===== src/rtl/seq_gen_pkg.sv =====
// seq_gen_pkg: shared definitions for the serial pattern generator.
//   state_e      - FSM state encoding (IDLE/SEND/GAP/DONE)
//   DEF_PATTERN  - default bit pattern transmitted MSB first
//   DEF_PAT_LEN  - width of the default pattern
package seq_gen_pkg;

  typedef enum logic [1:0] {
    IDLE = 2'b00,
    SEND = 2'b01,
    GAP  = 2'b10,
    DONE = 2'b11
  } state_e;

  localparam logic [3:0] DEF_PATTERN = 4'b1011;
  localparam int         DEF_PAT_LEN = 4;

endpackage


===== src/rtl/seq_gen_cnt.sv =====
// seq_gen_cnt: loadable down-counter with a zero flag.
//   clk, rst   - clock, asynchronous active-low reset (clears to 0)
//   load       - load load_val (takes priority over dec)
//   load_val   - value to load
//   dec        - decrement by one; holds at zero
//   zero       - high while the count is zero
module seq_gen_cnt #(
  parameter int W = 4
) (
  input  logic         clk,
  input  logic         rst,
  input  logic         load,
  input  logic [W-1:0] load_val,
  input  logic         dec,
  output logic         zero
);

  logic [W-1:0] value;

  always_ff @(posedge clk or negedge rst) begin
    if (!rst) begin
      value <= '0;
    end else if (load) begin
      value <= load_val;
    end else if (dec && (value != '0)) begin
      value <= value - W'(1);
    end
  end

  assign zero = (value == '0);

endmodule


===== src/rtl/seq_gen.sv =====
// seq_gen: transmits PATTERN (MSB first) count times, with gap idle
// bit-times between repetitions, then pulses done.
//   clk        - clock, rising edge
//   rst        - asynchronous active-low reset
//   start      - begin a burst (sampled in IDLE only)
//   count      - repetitions, latched on accepted start (0 = ignored)
//   gap        - idle bit-times between repetitions, latched on start
//   abort      - synchronous cancel of a running burst
//   dout       - registered serial data
//   dout_valid - registered, high while dout carries a pattern bit
//   busy       - registered, high outside IDLE
//   done       - registered one-cycle pulse on normal completion
//   dbg_state  - current FSM state
//
// Handshake: start is a level request with no ready; it is accepted on a
// rising edge where the FSM is IDLE, start=1, abort=0 and count!=0. There
// is no back-pressure on dout; each dout_valid=1 cycle is one bit.
module seq_gen
  import seq_gen_pkg::*;
#(
  parameter int                 PAT_LEN = DEF_PAT_LEN,
  parameter logic [PAT_LEN-1:0] PATTERN = PAT_LEN'(DEF_PATTERN),
  parameter int                 CNT_W   = 4
) (
  input  logic             clk,
  input  logic             rst,
  input  logic             start,
  input  logic [CNT_W-1:0] count,
  input  logic [1:0]       gap,
  input  logic             abort,
  output logic             dout,
  output logic             dout_valid,
  output logic             busy,
  output logic             done,
  output state_e           dbg_state
);

  localparam int                IDX_W   = $clog2(PAT_LEN);
  localparam logic [IDX_W-1:0] IDX_TOP = IDX_W'(PAT_LEN - 1);

  state_e             state, next_state;
  logic [IDX_W-1:0]   idx, next_idx;
  logic [1:0]         gap_lat;
  logic               gap_lat_en;
  logic               reps_load, reps_dec, reps_zero;
  logic               gap_load, gap_dec, gap_zero;
  logic [CNT_W-1:0]   reps_load_val;
  logic [1:0]         gap_load_val;

  // Counters hold "remaining minus one" so the zero flag marks the last
  // repetition / last gap cycle and the decision can be made in that cycle.
  assign reps_load_val = count - CNT_W'(1);
  assign gap_load_val  = gap_lat - 2'd1;

  seq_gen_cnt #(.W(CNT_W)) u_reps (
    .clk      (clk),
    .rst      (rst),
    .load     (reps_load),
    .load_val (reps_load_val),
    .dec      (reps_dec),
    .zero     (reps_zero)
  );

  seq_gen_cnt #(.W(2)) u_gap (
    .clk      (clk),
    .rst      (rst),
    .load     (gap_load),
    .load_val (gap_load_val),
    .dec      (gap_dec),
    .zero     (gap_zero)
  );

  always_comb begin
    next_state = state;
    next_idx   = idx;
    gap_lat_en = 1'b0;
    reps_load  = 1'b0;
    reps_dec   = 1'b0;
    gap_load   = 1'b0;
    gap_dec    = 1'b0;
    unique case (state)
      IDLE: begin
        if (start && !abort && (count != '0)) begin
          next_state = SEND;
          next_idx   = IDX_TOP;
          reps_load  = 1'b1;
          gap_lat_en = 1'b1;
        end
      end
      SEND: begin
        if (idx != '0) begin
          next_idx = idx - IDX_W'(1);
        end else if (reps_zero) begin
          next_state = DONE;
        end else begin
          reps_dec = 1'b1;
          if (gap_lat != 2'd0) begin
            next_state = GAP;
            gap_load   = 1'b1;
          end else begin
            next_idx = IDX_TOP;
          end
        end
      end
      GAP: begin
        if (gap_zero) begin
          next_state = SEND;
          next_idx   = IDX_TOP;
        end else begin
          gap_dec = 1'b1;
        end
      end
      DONE: begin
        next_state = IDLE;
      end
      default: next_state = IDLE;
    endcase
    // Abort overrides everything outside IDLE.
    if (abort && (state != IDLE)) begin
      next_state = IDLE;
      reps_dec   = 1'b0;
      gap_load   = 1'b0;
      gap_dec    = 1'b0;
    end
  end

  // Outputs are registered from the next state so they line up with the
  // state they describe, giving the one-cycle start-to-first-bit latency.
  always_ff @(posedge clk or negedge rst) begin
    if (!rst) begin
      state      <= IDLE;
      idx        <= '0;
      gap_lat    <= '0;
      dout       <= 1'b0;
      dout_valid <= 1'b0;
      busy       <= 1'b0;
      done       <= 1'b0;
    end else begin
      state      <= next_state;
      idx        <= next_idx;
      if (gap_lat_en) begin
        gap_lat <= gap;
      end
      dout       <= (next_state == SEND) && PATTERN[next_idx];
      dout_valid <= (next_state == SEND);
      busy       <= (next_state != IDLE);
      done       <= (next_state == DONE);
    end
  end

  assign dbg_state = state;

endmodule

===== config.mk =====
export PLATFORM = sky130hd
export DESIGN_NAME = seq_gen
export DESIGN_NICKNAME = d
export VERILOG_FILES = /design/src/rtl/seq_gen_pkg.sv /design/src/rtl/seq_gen_cnt.sv /design/src/rtl/seq_gen.sv
export SDC_FILE = /design/constraint.sdc
export NUM_CORES = 1
export LEC_CHECK = 0
export CORE_MARGIN = 2
export CORE_UTILIZATION = 56
export DETAILED_ROUTE_END_ITERATION = 12
export HOLD_SLACK_MARGIN = 0.03
export PLACE_DENSITY_LB_ADDON = 0.25
export SKIP_CTS_REPAIR_TIMING = 1
export SYNTH_ARGS = -nofsm -noshare
export SYNTH_HDL_FRONTEND = slang
export SYNTH_HIERARCHICAL = 1
export SYNTH_SLANG_ARGS = --single-unit

===== constraint.sdc =====
create_clock -name clk -period 3.4 [get_ports clk]
set_input_delay 0.68 -clock clk [delete_from_list [all_inputs] [get_ports clk]]
set_output_delay 0.68 -clock clk [all_outputs]
set_load 0.1 [all_outputs]

# == Word-level counts from Yosys, hierarchy flattened ==
# Cells that the tools add are included.
# op_classes
addsub,5
n_mul,0
n_div,0
order_cmp,1
eq_ne,5
shift,0
muxes,33
bitwise,0
n_reduce_logical,19
# ops
operator,n
$mux W2,13
$mux W1,15
$reduce_bool A2 Y1,7
$mux W4,2
$pmux W2 S4,1
$reduce_bool A4 Y1,2
$sub A4 B1 Y4 const B,2
$eq A2 B2 Y1 const B,3
$logic_and A1 B1 Y1,6
$pmux W2 S3,1
$sub A2 B1 Y2 const B,3
$eq A2 B1 Y1 const B,2
$logic_not A2 Y1,2
$logic_not A4 Y1,1
$lt A2 B3 Y1 const B,1
$bmux W1 S2,1
$logic_not A1 Y1,1
# totals
register_bits,16
latchBits,0
mem_bits_rw,0
mem_bits_ro,0
input_bits,10
output_inout_bits,6
n_memories,0

# == Depth between registers and ports, before layout ==
# Gate-level depths: netlist of the first run.
# depth
depth_word,8
depth_mapped,8

# == Cells and area by module ==
# Netlist of the first run, hierarchy kept.
# by_module_without_submodules
mod,instances,cells_each,area_per_inst_um2,seq_area_each_um2
seq_gen,1,60,621.8,250.2
seq_gen_cnt at u_reps,1,27,270.3,100.1
seq_gen_cnt at u_gap,1,13,132.6,50.0

# == Least setup slack after synthesis of the first run ==
# Ideal clock, no wire load.
# synth_timing
path_type,reg2reg
start,register state[0] (netlist: dbg_state[0])
end,register u_reps.value[1]
t_arrival_ps,2536
required_ps,3320
setup_slack_ps,784
stages_incl_launch_ff,6
period_less_slack_ps,2616
cell_sequence,dfrtp_1 or3b_4 nor4_1 inv_1 or4_1 o211ai_2
# synth_between
elab_chain_len,5
elab_cells_between_ends,10
# synth_lines
element,line,source
from (decl),seq_gen.sv:41,"state_e state, next_state;"
from (signal assigned),seq_gen.sv:139,state <= next_state;
$eq A2 B1 Y1 / $reduce_bool A2 Y1 (equally long branches),"seq_gen.sv:81, seq_gen.sv:119",
$mux W1 / $logic_and A1 B1 Y1 (equally long branches),"seq_gen.sv:81, seq_gen.sv:119",
$mux W1 *,seq_gen.sv:119,if (abort && (state != IDLE)) begin
via reps_dec,seq_gen.sv:45,"logic reps_load, reps_dec, reps_zero;"
$logic_and A1 B1 Y1 *,seq_gen_cnt.sv:25,end else if (dec && (value != '0)) begin
$reduce_bool A2 Y1 (no source line) *,-,
to (signal assigned),seq_gen_cnt.sv:24,value <= load_val;
to (signal assigned),seq_gen_cnt.sv:26,value <= value - W'(1);
to (decl),seq_gen_cnt.sv:18,logic [W-1:0] value;
# The timed path passes the listed nets; every way through them passes the cells marked *.
# A chain may end at the register's enable or synchronous reset.

# == Final worst setup path of the first run ==
# layout_timing
start,input abort
end,register u_reps.value[1]
# layout_between
elab_cells_between_ends,10
# layout_rtl
element,line,source
from (decl),seq_gen.sv:30,"input logic abort,"
$logic_and A1 B1 Y1,seq_gen.sv:119,
$mux W1,seq_gen.sv:119,
via reps_dec,seq_gen.sv:45,
$logic_and A1 B1 Y1,seq_gen_cnt.sv:25,
$reduce_bool A2 Y1 (no source line),-,
# The timed path passes the listed nets, and every way through them passes these cells.

==> qor.yml, run 1 <==
syn-cell-area_sq_um: 1020
place_congestion: 0.770
synth_area_per_cell_sq_um: 10.2
hold_violations: 0
finClkSkew_ns: 0.000381
overflow: 0
max-clock-path-buffers: 2
muxShareOfSynthArea_pct: 3.30
drive_above_1_share_pct: 14.7
cp-end-kind: "flip-flop"
critPathRequiredTime_ns: 3.62
cp_num_buf_inv: 2
cpPeakStageDelay_ns: 0.72
nNetsFinal: 132
synthTopCellsByArea: "dfrtp_1 (39%), ha_1 (6.1%), inv_1 (5.1%), nand2_1 (3.3%), mux2_2 (3.3%)"
fin_crit_ns: 2.59
fin_ws_ns: 0.813
ys_types: 39
detail-route-antenna-nets: 0
critPathKind: "in2reg"
coreArea_sq_um: 1730
numCtsBuffers: 3
hp-class: "reg2reg"
cp_top_family: "simple AND/OR/NAND/NOR gates"
rsz0062_at_grt: "false"
track_usage_pct: 21.6
num_vias: 799
insertedDiodeCount: 0
worst-path-max-fanout: 9
worst_pin_slew_ns: 0.966
synth.most_common_cell: "dfrtp_1"
fillers: 151
min-delay-start: "gap_lat[1]"
synthFlopType: "dfrtp_1"
irDropWorstVdd_mv: 0.479
setup_viol: 0
synth_simple_gate_area_share_pct: 26.3
slowest_stage: "nor4_1"
tns_ns: 0
netlist.area_leader.share_pct: 39.1
drtIter0Drc: 22
startpoint: "abort"
cts_sinks: 16
p_per_area_nw_per_um2: 619
antenna_found_initial: 0
synth_xor_area_share_pct: 1.71
finalCritPeriodShare_pct: 76.1
synth_nets: 115
synth-edff-count: 0
cp_cell_sequence: "clkdlybuf4s50_1 > nor4_1 > inv_1 > or4_1 > o211ai_2"
path_clk_slew_ns: 0.09
cp-start-kind: "input port"
die_y_um: 46.8
wirelength_um: 2010
die_x_um: 46.8
ys_ff_latch: 16
r2r-start: "u_reps/value[0]"
max_freq_mhz: 387
hpwl_um: 1560
cts_tree: "done"
grt_first_pass_wirelength_um: 3310
synth_top_cell_by_area: "dfrtp_1"
yosys_warnings: 6
htreeDepth: 1
yosys.area_share.adder_pct: 6.11
grt_pass1_vias: 758
synth-compound-area-share_pct: 15.8
place_ws_ns: 0.539
clk_latency_ns: 0.29
report.final.slew_viol_count: 0
wl_per_cell_um: 14.3
synth_top_family_by_area: "simple AND/OR/NAND/NOR gates"
io_buffers: 15
ys_seq_area_share_pct: 39.1
dieArea_sq_um: 2190
syn_inst: 100
synth_common_cells: "dfrtp_1 (16), inv_1 (14), nand2_1 (9), ha_1 (5)"
root_buffer: "clkbuf_4"
rrSetupSlack_ns: 0.90
first_pass_iters: 7
drc: 0
initial_core_util_pct: 59.3
drt-vias-per-instance: 5.67
max_slew_margin_pct: 35.4
status: "completed"
grt_max_degree: 17
io_pins: 16
seq_area_sq_um: 400
async_flop_share_pct: 100
multiInputGateArea_sq_um: 544
crit_arrival_ns: 2.81
leakage_nw: 0.550
rows: 15
synthToLayoutAreaGrowth_pct: 18.1
maxCapViolCount: 0
[worst reg2reg max path: stages, from the launching register on]
cell and delay [ns]:
dfrtp_1 0.43, inv_1 0.07, ha_1 0.24, nor3b_2 0.22, nor4_1 0.68, inv_1 0.19, or4_1 0.52, o211ai_2 0.09
[sequential cells by signal, summed over array words and instances (netlist names)]
name and count:
u_reps/value 4, idx 2, busy 1, u_gap/value 2, done 1, dbg_state 2, dout_valid 1, gap_lat 2
dout 1
[area by class of cell]
class	instances	share of cell area [%]
Tap cell	25	2.59
Sequential cell	16	33.1
Timing Repair Buffer	15	12.0
Inverter	14	4.34
Multi-Input combinational cell	67	45.0
Clock buffer	4	3.00
[through the flow]
step	utilization, %	cell area, sq um	hold slack [ns]	cells	total power, mW
4_1_cts	70.1	1210	0.529	141	0.751
3_3_place_gp	68.0	1170	0.493	137	0.610
3_5_place_dp	68.0	1170	0.495	137	0.625
5_1_grt	70.1	1210	0.541	141	0.798
6_report	70.1	1210	0.530	141	0.749
2_1_floorplan	-	1020	0.384	100	0.539
[worst paths after layout]
kind,end,cells past startpoint
worst max-delay path,u_reps/value[1],5
worst min-delay path,gap_lat[1],1
worst max register to register,u_reps/value[1],7
worst min register to register,gap_lat[1],1
max in group asynchronous,done,1
min in group asynchronous,u_gap/value[1],1
[kinds of logic (layout without fill, tap and decap cells)]
| kind of cell | after synthesis | count (layout) |
|---|---|---|
| compound gates | 18 | 18 |
| simple gates | 39 | 39 |
| flops | 16 | 16 |
| buf+inv | 17 | 33 |
| xor+xnor | 2 | 2 |
| mux | 3 | 3 |
| fa+ha+maj | 5 | 5 |
[per-layer routing]
layer	up-vias	routed length, um	track usage [%]
met4	0	25	8.33
met1	387	864	26.6
met2	18	1050	37.8
met5	-	0	0
met3	4	72	3.46
li1	390	-	-
[layout by cell type (no fill, tap or decap), drive strengths merged, types with 2 or more instances in the layout]
cell type and n:
or3b 2, clkdlybuf4s50 13, nor3 4, xor2 2, or2b 2, a21oi 2
mux2 3, o21ai 3, o211ai 2, or4 2, nor4b 2, nor3b 3
o2111ai 2, dfrtp 16, nor2b 4, nand2 9, nand3 2, or4b 4
ha 5, clkbuf 4, inv 14, o21bai 2, buf 2
[report_power, final]
part	internal [mW]	total, mW	switching [mW]
logic	0.122	0.317	0.195
clock network	0.0653	0.127	0.0619
registers	0.246	0.304	0.0583
(Power assumes the default switching activity.)
==> run 2, diff against run 1 <==
--- a/config.mk
+++ b/config.mk
@@ -6,7 +6,7 @@
 export NUM_CORES = 1
 export LEC_CHECK = 0
 export CORE_MARGIN = 2
-export CORE_UTILIZATION = 56
+export CORE_UTILIZATION = 52
 export DETAILED_ROUTE_END_ITERATION = 12
 export HOLD_SLACK_MARGIN = 0.03
 export PLACE_DENSITY_LB_ADDON = 0.25
==> constraint.sdc (replaced) <==
create_clock -name clk -period 2.5 [get_ports clk]
set_input_delay 0.5 -clock clk [delete_from_list [all_inputs] [get_ports clk]]
set_output_delay 0.5 -clock clk [all_outputs]
set_load 0.1 [all_outputs]
==> run 2 against run 1 <==
Effect of this change: combinational power is 38% higher; power is 36% higher; global-route usage is 3.1 points lower; clock power is 39% higher; via count is 0.88% lower; critical path type is now reg2reg; highest routed layer is now met3.
==> qor.yml, run 2 (synthesis results as in run 1) <==
regMostFlops: "u_reps/value"
root_buffer: "clkbuf_4"
finalCritPeriodShare_pct: 91.8
max_freq_mhz: 436
path_clk_slew_ns: 0.10
worst-path-max-fanout: 8
whs_path_depth: 1
setup_viol: 0
rows: 16
wirelength_um: 1960
cp-end-kind: "flip-flop"
cts_tree: "done"
dieArea_sq_um: 2340
hold_violations: 0
max_slew_margin_pct: 51.0
status: "completed"
die_x_um: 48.4
drc: 0
worst_pin_slew_ns: 0.733
first_pass_iters: 3
drive_above_1_share_pct: 22.5
largest_reg_flops: 4
drt-vias-per-instance: 5.39
crit_arrival_ns: 2.46
max-clock-path-buffers: 2
io_buffers: 15
cts_sinks: 16
r2r_cells: 8
place_congestion: 0.749
grt_pass1_vias: 792
grt_max_degree: 17
tns_ns: 0
drtIter0Drc: 5
fin_util_pct: 64.9
grt_first_pass_wirelength_um: 3430
critPathKind: "reg2reg"
detail-route-antenna-nets: 0
leakage_nw: 0.574
p_per_area_nw_per_um2: 827
critPathRequiredTime_ns: 2.66
die_y_um: 48.4
coreArea_sq_um: 1900
report.final.slew_viol_count: 0
num_vias: 792
wl_per_cell_um: 13.4
overflow: 0
hp-class: "reg2reg"
cp-start-kind: "flip-flop"
track_usage_pct: 18.6
insertedDiodeCount: 0
initial_core_util_pct: 53.9
hpwl_um: 1530
clk_latency_ns: 0.29
finClkSkew_ns: 0.00122
final_cell_mix: "inv_1 (14), dfrtp_1 (14), buf_4 (10)"
io_pins: 16
htreeDepth: 1
irDropWorstVdd_mv: 0.409
synthToLayoutAreaGrowth_pct: 20.5
maxCapViolCount: 0
numCtsBuffers: 3
rsz0062_at_grt: "false"
antenna_found_initial: 0
nNetsFinal: 136
fin_crit_ns: 2.29
-- run 2: cell count changes in the layout (fill, tap and decap cells not counted), sizes merged --
cell / before / now
clkdlybuf4s50: 13 / 9
buf: 2 / 10
-- run 2: metal layers --
layer,vias up,wire (um),GRT usage [%]
li1,401,-,-
met1,379,889,22.6
met2,12,1020,34.3
met3,0,57,3.09
met4,0,0,4.29
met5,-,0,0
-- run 2: cell type report --
class                           count  area (sq um)
Tap cell                           27          33.8
Multi-Input combinational cell     67           544
Fill cell                         163           667
Timing Repair Buffer               19           165
Clock buffer                        4          36.3
Sequential cell                    16           403
Inverter                           14          52.6
-- run 2: path summary, 6_finish.rpt --
kind / from / end / slack, ns
hold / removal: gap_lat[1] / gap_lat[1] / 0.52
setup / recovery: u_reps/value[0] / u_gap/value[1] / 0.21
hold reg to reg: gap_lat[1] / gap_lat[1] / 0.52
max in group asynchronous: rst / dbg_state[1] / 1.35
min in group asynchronous: rst / u_gap/value[0] / 0.64
setup reg to reg: u_reps/value[0] / u_gap/value[1] / 0.21
-- run 2: where the power goes --
| part | total (mW) | internal [mW] | switching [mW] |
|---|---|---|---|
| combinational | 0.437 | 0.170 | 0.267 |
| sequential | 0.409 | 0.335 | 0.0736 |
| clock | 0.176 | 0.0886 | 0.0873 |
-- run 2: stage by stage --
| stage | setup slack [ns] | area [sq um] | instances | hold slack (ns) | total power [mW] |
|---|---|---|---|---|---|
| 4_1_cts | 0.213 | 1230 | 147 | 0.526 | 1.02 |
| 3_3_place_gp | 0.178 | 1200 | 143 | 0.491 | 0.826 |
| 2_1_floorplan | 0.132 | 1030 | 100 | 0.204 | 0.733 |
| 6_report | 0.206 | 1230 | 147 | 0.523 | 1.02 |
| 5_1_grt | 0.000319 | 1230 | 147 | 0.544 | 1.10 |
| 3_5_place_dp | 0.0884 | 1200 | 143 | 0.503 | 0.850 |
-- run 2: worst max-delay path, stage by stage, from the launching register on --
cell and delay, ns:
dfrtp_1 0.43, inv_1 0.08, ha_1 0.19, nor3b_2 0.43
nor4_1 0.11, buf_4 0.16, nor2b_1 0.17, or4b_1 0.48
o311ai_0 0.12
